$ cat src/rtl/mem32_bridge.sv
// mem32_bridge: 32-bit request/response bridge onto a 16-bit banked memory port.
// Ports: clk, rst_n (async, active low); req_valid/req_ready/req_we/req_addr/
//   req_wdata/req_be request side; rsp_valid/rsp_rdata/rsp_err response pulse;
//   mem_ai/mem_vi/mem_we/mem_bmsk out and mem_vo in (read data one cycle after
//   the address). Optional MEM32_HALF_EN adds req_half for 16-bit accesses.
module mem32_bridge #(
  parameter int AW = 17
) (
  input  logic          clk,
  input  logic          rst_n,
  input  logic          req_valid,
  output logic          req_ready,
  input  logic          req_we,
  input  logic [AW-1:0] req_addr,
  input  logic [31:0]   req_wdata,
  input  logic [3:0]    req_be,
`ifdef MEM32_HALF_EN
  input  logic          req_half,
`endif
  output logic          rsp_valid,
  output logic [31:0]   rsp_rdata,
  output logic          rsp_err,
  output logic [AW-1:0] mem_ai,
  output logic [15:0]   mem_vi,
  output logic          mem_we,
  output logic [3:0]    mem_bmsk,
  input  logic [15:0]   mem_vo
);

  typedef enum logic [1:0] {IDLE, LO, HI, RD} state_e;

  state_e        state_q, state_d;
  logic          rdy_q;
  logic          we_q, we_d;
  logic          half_q, half_d;
  logic [15:0]   whi_q, whi_d;
  logic [1:0]    bhi_q, bhi_d;
  logic [15:0]   lo_q, lo_d;
  logic          rsp_valid_q, rsp_valid_d;
  logic          rsp_err_q, rsp_err_d;
  logic [31:0]   rsp_rdata_q, rsp_rdata_d;
  logic [AW-1:0] mem_ai_q, mem_ai_d;
  logic [15:0]   mem_vi_q, mem_vi_d;
  logic          mem_we_q, mem_we_d;
  logic [3:0]    mem_bmsk_q, mem_bmsk_d;

  logic          half_in;
  logic          acc;
  logic          misal;
  logic [AW-1:0] lo_addr;

`ifdef MEM32_HALF_EN
  assign half_in = req_half;
`else
  assign half_in = 1'b0;
`endif

  // rdy_q holds ready low until the first edge after reset release
  assign req_ready = rdy_q && (state_q == IDLE);
  assign acc       = req_valid && req_ready;
  assign misal     = half_in ? req_addr[0] : (req_addr[1:0] != 2'b00);
  assign lo_addr   = half_in ? {req_addr[AW-1:1], 1'b0}
                             : {req_addr[AW-1:2], 2'b00};

  always_comb begin
    state_d     = state_q;
    we_d        = we_q;
    half_d      = half_q;
    whi_d       = whi_q;
    bhi_d       = bhi_q;
    lo_d        = lo_q;
    rsp_valid_d = 1'b0;
    rsp_err_d   = 1'b0;
    rsp_rdata_d = rsp_rdata_q;
    mem_ai_d    = mem_ai_q;
    mem_vi_d    = mem_vi_q;
    mem_we_d    = 1'b0;
    mem_bmsk_d  = mem_bmsk_q;
    unique case (state_q)
      IDLE: begin
        if (acc) begin
          if (misal) begin
            rsp_valid_d = 1'b1;
            rsp_err_d   = 1'b1;
            rsp_rdata_d = 32'h0;
          end else begin
            state_d    = LO;
            we_d       = req_we;
            half_d     = half_in;
            whi_d      = req_wdata[31:16];
            bhi_d      = req_be[3:2];
            mem_ai_d   = lo_addr;
            mem_vi_d   = req_wdata[15:0];
            mem_bmsk_d = {req_be[1], req_be[1],
                          req_be[0], req_be[0]};
            mem_we_d   = req_we && (req_be[1:0] != 2'b00);
          end
        end
      end
      LO: begin
        if (half_q) begin
          if (we_q) begin
            state_d     = IDLE;
            rsp_valid_d = 1'b1;
          end else begin
            state_d = RD;
          end
        end else begin
          state_d    = HI;
          // LO address is word aligned, so HI is the same word +2
          mem_ai_d   = {mem_ai_q[AW-1:2], 2'b10};
          mem_vi_d   = whi_q;
          mem_bmsk_d = {bhi_q[1], bhi_q[1], bhi_q[0], bhi_q[0]};
          mem_we_d   = we_q && (bhi_q != 2'b00);
        end
      end
      HI: begin
        if (we_q) begin
          state_d     = IDLE;
          rsp_valid_d = 1'b1;
        end else begin
          // mem_vo now carries the LO halfword
          lo_d    = mem_vo;
          state_d = RD;
        end
      end
      RD: begin
        state_d     = IDLE;
        rsp_valid_d = 1'b1;
        rsp_rdata_d = half_q ? {16'h0, mem_vo} : {mem_vo, lo_q};
      end
    endcase
  end

  always_ff @(posedge clk or negedge rst_n) begin
    if (!rst_n) begin
      state_q     <= IDLE;
      rdy_q       <= 1'b0;
      we_q        <= 1'b0;
      half_q      <= 1'b0;
      whi_q       <= 16'h0;
      bhi_q       <= 2'b00;
      lo_q        <= 16'h0;
      rsp_valid_q <= 1'b0;
      rsp_err_q   <= 1'b0;
      rsp_rdata_q <= 32'h0;
      mem_ai_q    <= '0;
      mem_vi_q    <= 16'h0;
      mem_we_q    <= 1'b0;
      mem_bmsk_q  <= 4'h0;
    end else begin
      state_q     <= state_d;
      rdy_q       <= 1'b1;
      we_q        <= we_d;
      half_q      <= half_d;
      whi_q       <= whi_d;
      bhi_q       <= bhi_d;
      lo_q        <= lo_d;
      rsp_valid_q <= rsp_valid_d;
      rsp_err_q   <= rsp_err_d;
      rsp_rdata_q <= rsp_rdata_d;
      mem_ai_q    <= mem_ai_d;
      mem_vi_q    <= mem_vi_d;
      mem_we_q    <= mem_we_d;
      mem_bmsk_q  <= mem_bmsk_d;
    end
  end

  assign rsp_valid = rsp_valid_q;
  assign rsp_err   = rsp_err_q;
  assign rsp_rdata = rsp_rdata_q;
  assign mem_ai    = mem_ai_q;
  assign mem_vi    = mem_vi_q;
  assign mem_we    = mem_we_q;
  assign mem_bmsk  = mem_bmsk_q;

endmodule

$ cat config.mk
export PLATFORM = sky130hd
export DESIGN_NAME = mem32_bridge
export DESIGN_NICKNAME = d
export VERILOG_FILES = /design/src/rtl/mem32_bridge.sv
export SDC_FILE = /design/constraint.sdc
export NUM_CORES = 1
export LEC_CHECK = 0
export ABC_CLOCK_PERIOD_IN_PS = 1700
export BUFFER_PORTS_ARGS = -buffer_cell sky130_fd_sc_hd__buf_4
export CAP_MARGIN = 40
export CORE_MARGIN = 3
export CORE_UTILIZATION = 25
export CTS_CLUSTER_DIAMETER = 200
export DETAILED_ROUTE_END_ITERATION = 8
export PLACE_DENSITY_LB_ADDON = 0.25
export SYNTH_ARGS = -nofsm -noshare
export SYNTH_HDL_FRONTEND = slang
export SYNTH_SLANG_ARGS = --single-unit
$ cat constraint.sdc
create_clock -name clk -period 1.7 [get_ports clk]
set_input_delay 0.255 -clock clk [delete_from_list [all_inputs] [get_ports clk]]
set_output_delay 0.255 -clock clk [all_outputs]
set_load 0.005 [all_outputs]
==> results by group <==
Floorplanning
  • Die Ht: 138.7 um
  • Total Die Area: 19,230 um2
  • Die X: 138.7 um
  • Initial Utilization: 26.07%
  • Top Ports: 146
  • Placement Rows: 47
  • Core area: 16,880 um2

Final layout
  • Non-filler instance count after layout: 664
  • Layout fillers: 1,650
  • P&R area growth vs syn: 37.76%
  • Number of nets in the final layout: 512
  • Share of cells above drive strength 1: 52.70%
  • # diodes: 0

Timing
  • Worst rel slew slack: 60.72%
  • Worst slew pin tran: 589.2 ps
  • Fin Hold WS: 125.8 ps
  • RSZ-0062 raised after global routing: no
  • Slew Limit Fails: 0
  • Min Tclk post-route: 1618 ps
  • Count of final setup violators: 0
  • Final Hold Fails: 0
  • Maximum clock frequency: 0.6181 GHz
  • Tcrit/Tclk final: 95.16%
  • Setup TNS: 0 ps
  • Worst Skew: 9.151 ps

CTS
  • Inserted Clock Buffers: 9
  • CTS tree: built
  • Worst skew pair latency: 350 ps
  • Longest Clk Path Bufs: 2
  • CTS H-Tree Depth: 3
  • CTS clk-pin slew, worst paths: 80 ps
  • Clock root cell: clkbuf_16
  • CTS Sinks: 107

Detailed routing
  • DRC: 0
  • Vias post-DR: 2,922
  • Iteration count of the initial detailed-routing pass: 4
  • Post-Route WL: 11,140 um
  • Routed len/inst: 16.78 um
  • Vias/cell: 4.401
  • DRT iter0 DRCs: 161
  • Antenna Nets Post-Route: 0

Worst setup path
  • CP Capture Type: output pin
  • Worst setup SP type: flop
  • Reg2Reg Setup Slack: 230 ps
  • WS Path Type: reg2out
  • Critical path arrival: 1360 ps
  • RR Endpoint: mem_vi[0]$_DFFE_PN0P_
  • Worst Path Max Fanout: 10
  • Required @ worst endpoint: 1440 ps
  • R2r startpoint: state_q[1]$_DFFE_PN0P_
  • R2R depth: 5

Global routing
  • Largest net degree at the start of global routing: 108
  • GRT Residual Overflow: 0
  • Antenna violations before repair: 0
  • First-pass GRT wire length: 18,040 um
  • Vias in the first global route: 3,249
  • Gr usage total: 11.59%

Run
  • Maxcap violations: 0

Logic synthesis
  • Synthesized area: 4400 um2
  • Avg Inst Size Synth: 15.07 um2
  • Synth Net Count: 365
  • Yosys cell types: 27
  • Number of synthesized register bits: 107
  • Warnings, synthesis: 0
  • Mapped Cells: 292
  • Post-synthesis sequential area ratio: 60.85%

Worst hold path
  • Worst min path class: in2reg
  • Hold EP: mem_ai[4]$_DFFE_PN0P_
  • Min-Delay Startpoint: req_addr[4]
  • Worst Hold Path Cells: 2

Placement
  • I/O Buffers: 144
  • Routability cong.: 0.7514
  • DP HPWL: 7444 um
  • Inst Count DP: 645

Power and ir drop
  • PD cells: 1710 nW/um2
  • IR drop worst, VDD: 0.5426 mV
  • Pleak: 3.114 nW

Outcome
  • Outcome: completed
kinds of logic (layout without fill, tap and decap cells):
group / Yosys count / in the layout / synth area share [%]
AO/OA/AOI/OAI: 59 / 59 / 11.80
AND/OR/NAND/NOR: 49 / 49 / 7.023
multiplexers: 50 / 50 / 16.21
flip-flops: 107 / 107 / 60.85
buffers and inverters: 25 / 177 / 3.952
other: 2 / 2 / 0.1707
registers in the layout, indices dropped and copies added (netlist names):
register   flops
bhi_q          2
lo_q          16
mem_ai        16
mem_bmsk       2
mem_vi        16
mem_we         1
rdy_q          1
rsp_err        1
rsp_rdata     32
rsp_valid      1
state_q        2
we_q           1
whi_q         16
worst max-delay path, cell delays in order (launching register included):
cell,delay (ps)
dfrtp_2,470
nor2_4,150
buf_6,150
and2_1,140
buf_4,110
cell type report:
cell class / count / area (um2) / share of cell area (%)
Tap cell: 220 / 275.3 / 4.541
Clock inverter: 7 / 60.06 / 0.9907
Multi-Input combinational cell: 160 / 1556 / 25.68
Clock buffer: 9 / 225.2 / 3.715
Timing Repair Buffer: 161 / 1265 / 20.87
Sequential cell: 107 / 2680 / 44.21
stage by stage:
| step | worst slack, ps | utilization, % | total power [mW] | instance area [um2] |
|---|---|---|---|---|
| after global placement | 256.3 | 34.01 | 8.291 | 5741 |
| after global routing | 10.69 | 35.92 | 11.07 | 6062 |
| after floorplan | 306.6 | - | 6.385 | 4400 |
| final | 82.25 | 35.92 | 10.37 | 6062 |
| after detailed placement | 236.3 | 34.01 | 8.374 | 5741 |
| after CTS | 26.57 | 35.83 | 10.53 | 6047 |
power by group:
group	leakage, nW	total, mW	switching [mW]	internal, mW
combinational	1.63	3.91	1.34	2.57
clock	0.142	2.03	1.01	1.02
sequential	1.34	4.43	0.699	3.73
worst max path at each step:
stage,from,endpoint,slack [ps],cells past startpoint
floorplan,state_q[0]$_DFFE_PN0P_,lo_q[10]$_DFFE_PN0P_,310,5
finish,state_q[1]$_DFFE_PN0P_,req_ready,80,4
global route,state_q[1]$_DFFE_PN0P_,req_ready,10,4
CTS,state_q[0]$_DFFE_PN0P_,req_ready,30,4
detailed placement,req_addr[0],mem_vi[0]$_DFFE_PN0P_,240,5
global placement,state_q[0]$_DFFE_PN0P_,rsp_rdata[2]$_DFFE_PN0P_,260,5
cell usage after synthesis:
library cell / number / area (um2)
and2_1: 21 / 131.4
a22o_1: 32 / 280.3
mux2_4: 40 / 600.6
a21oi_2: 1 / 8.760
and3_1: 17 / 106.4
buf_6: 8 / 90.09
and4bb_4: 1 / 16.27
nor2b_1: 1 / 6.260
o21ai_0: 3 / 15.01
a21bo_2: 1 / 10.01
a21oi_1: 1 / 5.000
a21o_1: 1 / 7.510
a221o_1: 17 / 170.2
buf_4: 3 / 22.52
o211a_1: 1 / 10.01
nand2_4: 1 / 11.26
nor2_1: 2 / 7.510
a31oi_1: 1 / 6.260
o22ai_1: 1 / 6.260
nor2_2: 1 / 6.260
dfrtp_1: 107 / 2678
clkbuf_1: 7 / 26.28
mux2_2: 10 / 112.6
conb_1: 2 / 7.510
nand2b_1: 2 / 12.51
buf_2: 7 / 35.03
nand2_1: 3 / 11.26
placed cells by master, fill, tap and decap left out, types with 2 or more instances in the layout:
| cell | synthesis | final |
|---|---|---|
| a221o_1 | 17 | 17 |
| clkinv_4 | 0 | 4 |
| nand2b_1 | 2 | 2 |
| nand2_1 | 3 | 3 |
| conb_1 | 2 | 2 |
| mux2_4 | 40 | 40 |
| buf_4 | 3 | 155 |
| and2_1 | 21 | 21 |
| mux2_2 | 10 | 10 |
| dfrtp_1 | 107 | 105 |
| nor2_1 | 2 | 2 |
| dfrtp_2 | 0 | 2 |
| o21ai_0 | 3 | 3 |
| and3_1 | 17 | 17 |
| clkbuf_16 | 0 | 9 |
| a22o_1 | 32 | 32 |
| buf_12 | 0 | 4 |
what timing repair did:
action                     CTS  global route
hold endpoints to repair     9             0
pin swaps                    0             1
setup endpoints to repair    1             1
hold buffers                 1             0
setup buffers                0             2
gates resized for setup      4             0
layer usage:
| metal | up-vias | wire length, um | GRT usage, % | share of wire (%) |
|---|---|---|---|---|
| li1 | 1359 | - | - | - |
| met1 | 1468 | 5317 | 16.22 | 48 |
| met2 | 83 | 5060 | 17.27 | 45 |
| met3 | 12 | 589 | 3.379 | 5.3 |
| met4 | 0 | 177 | 3.913 | 1.6 |
| met5 | - | 0 | 0 | 0 |
Power figures use the tool's default switching activity.
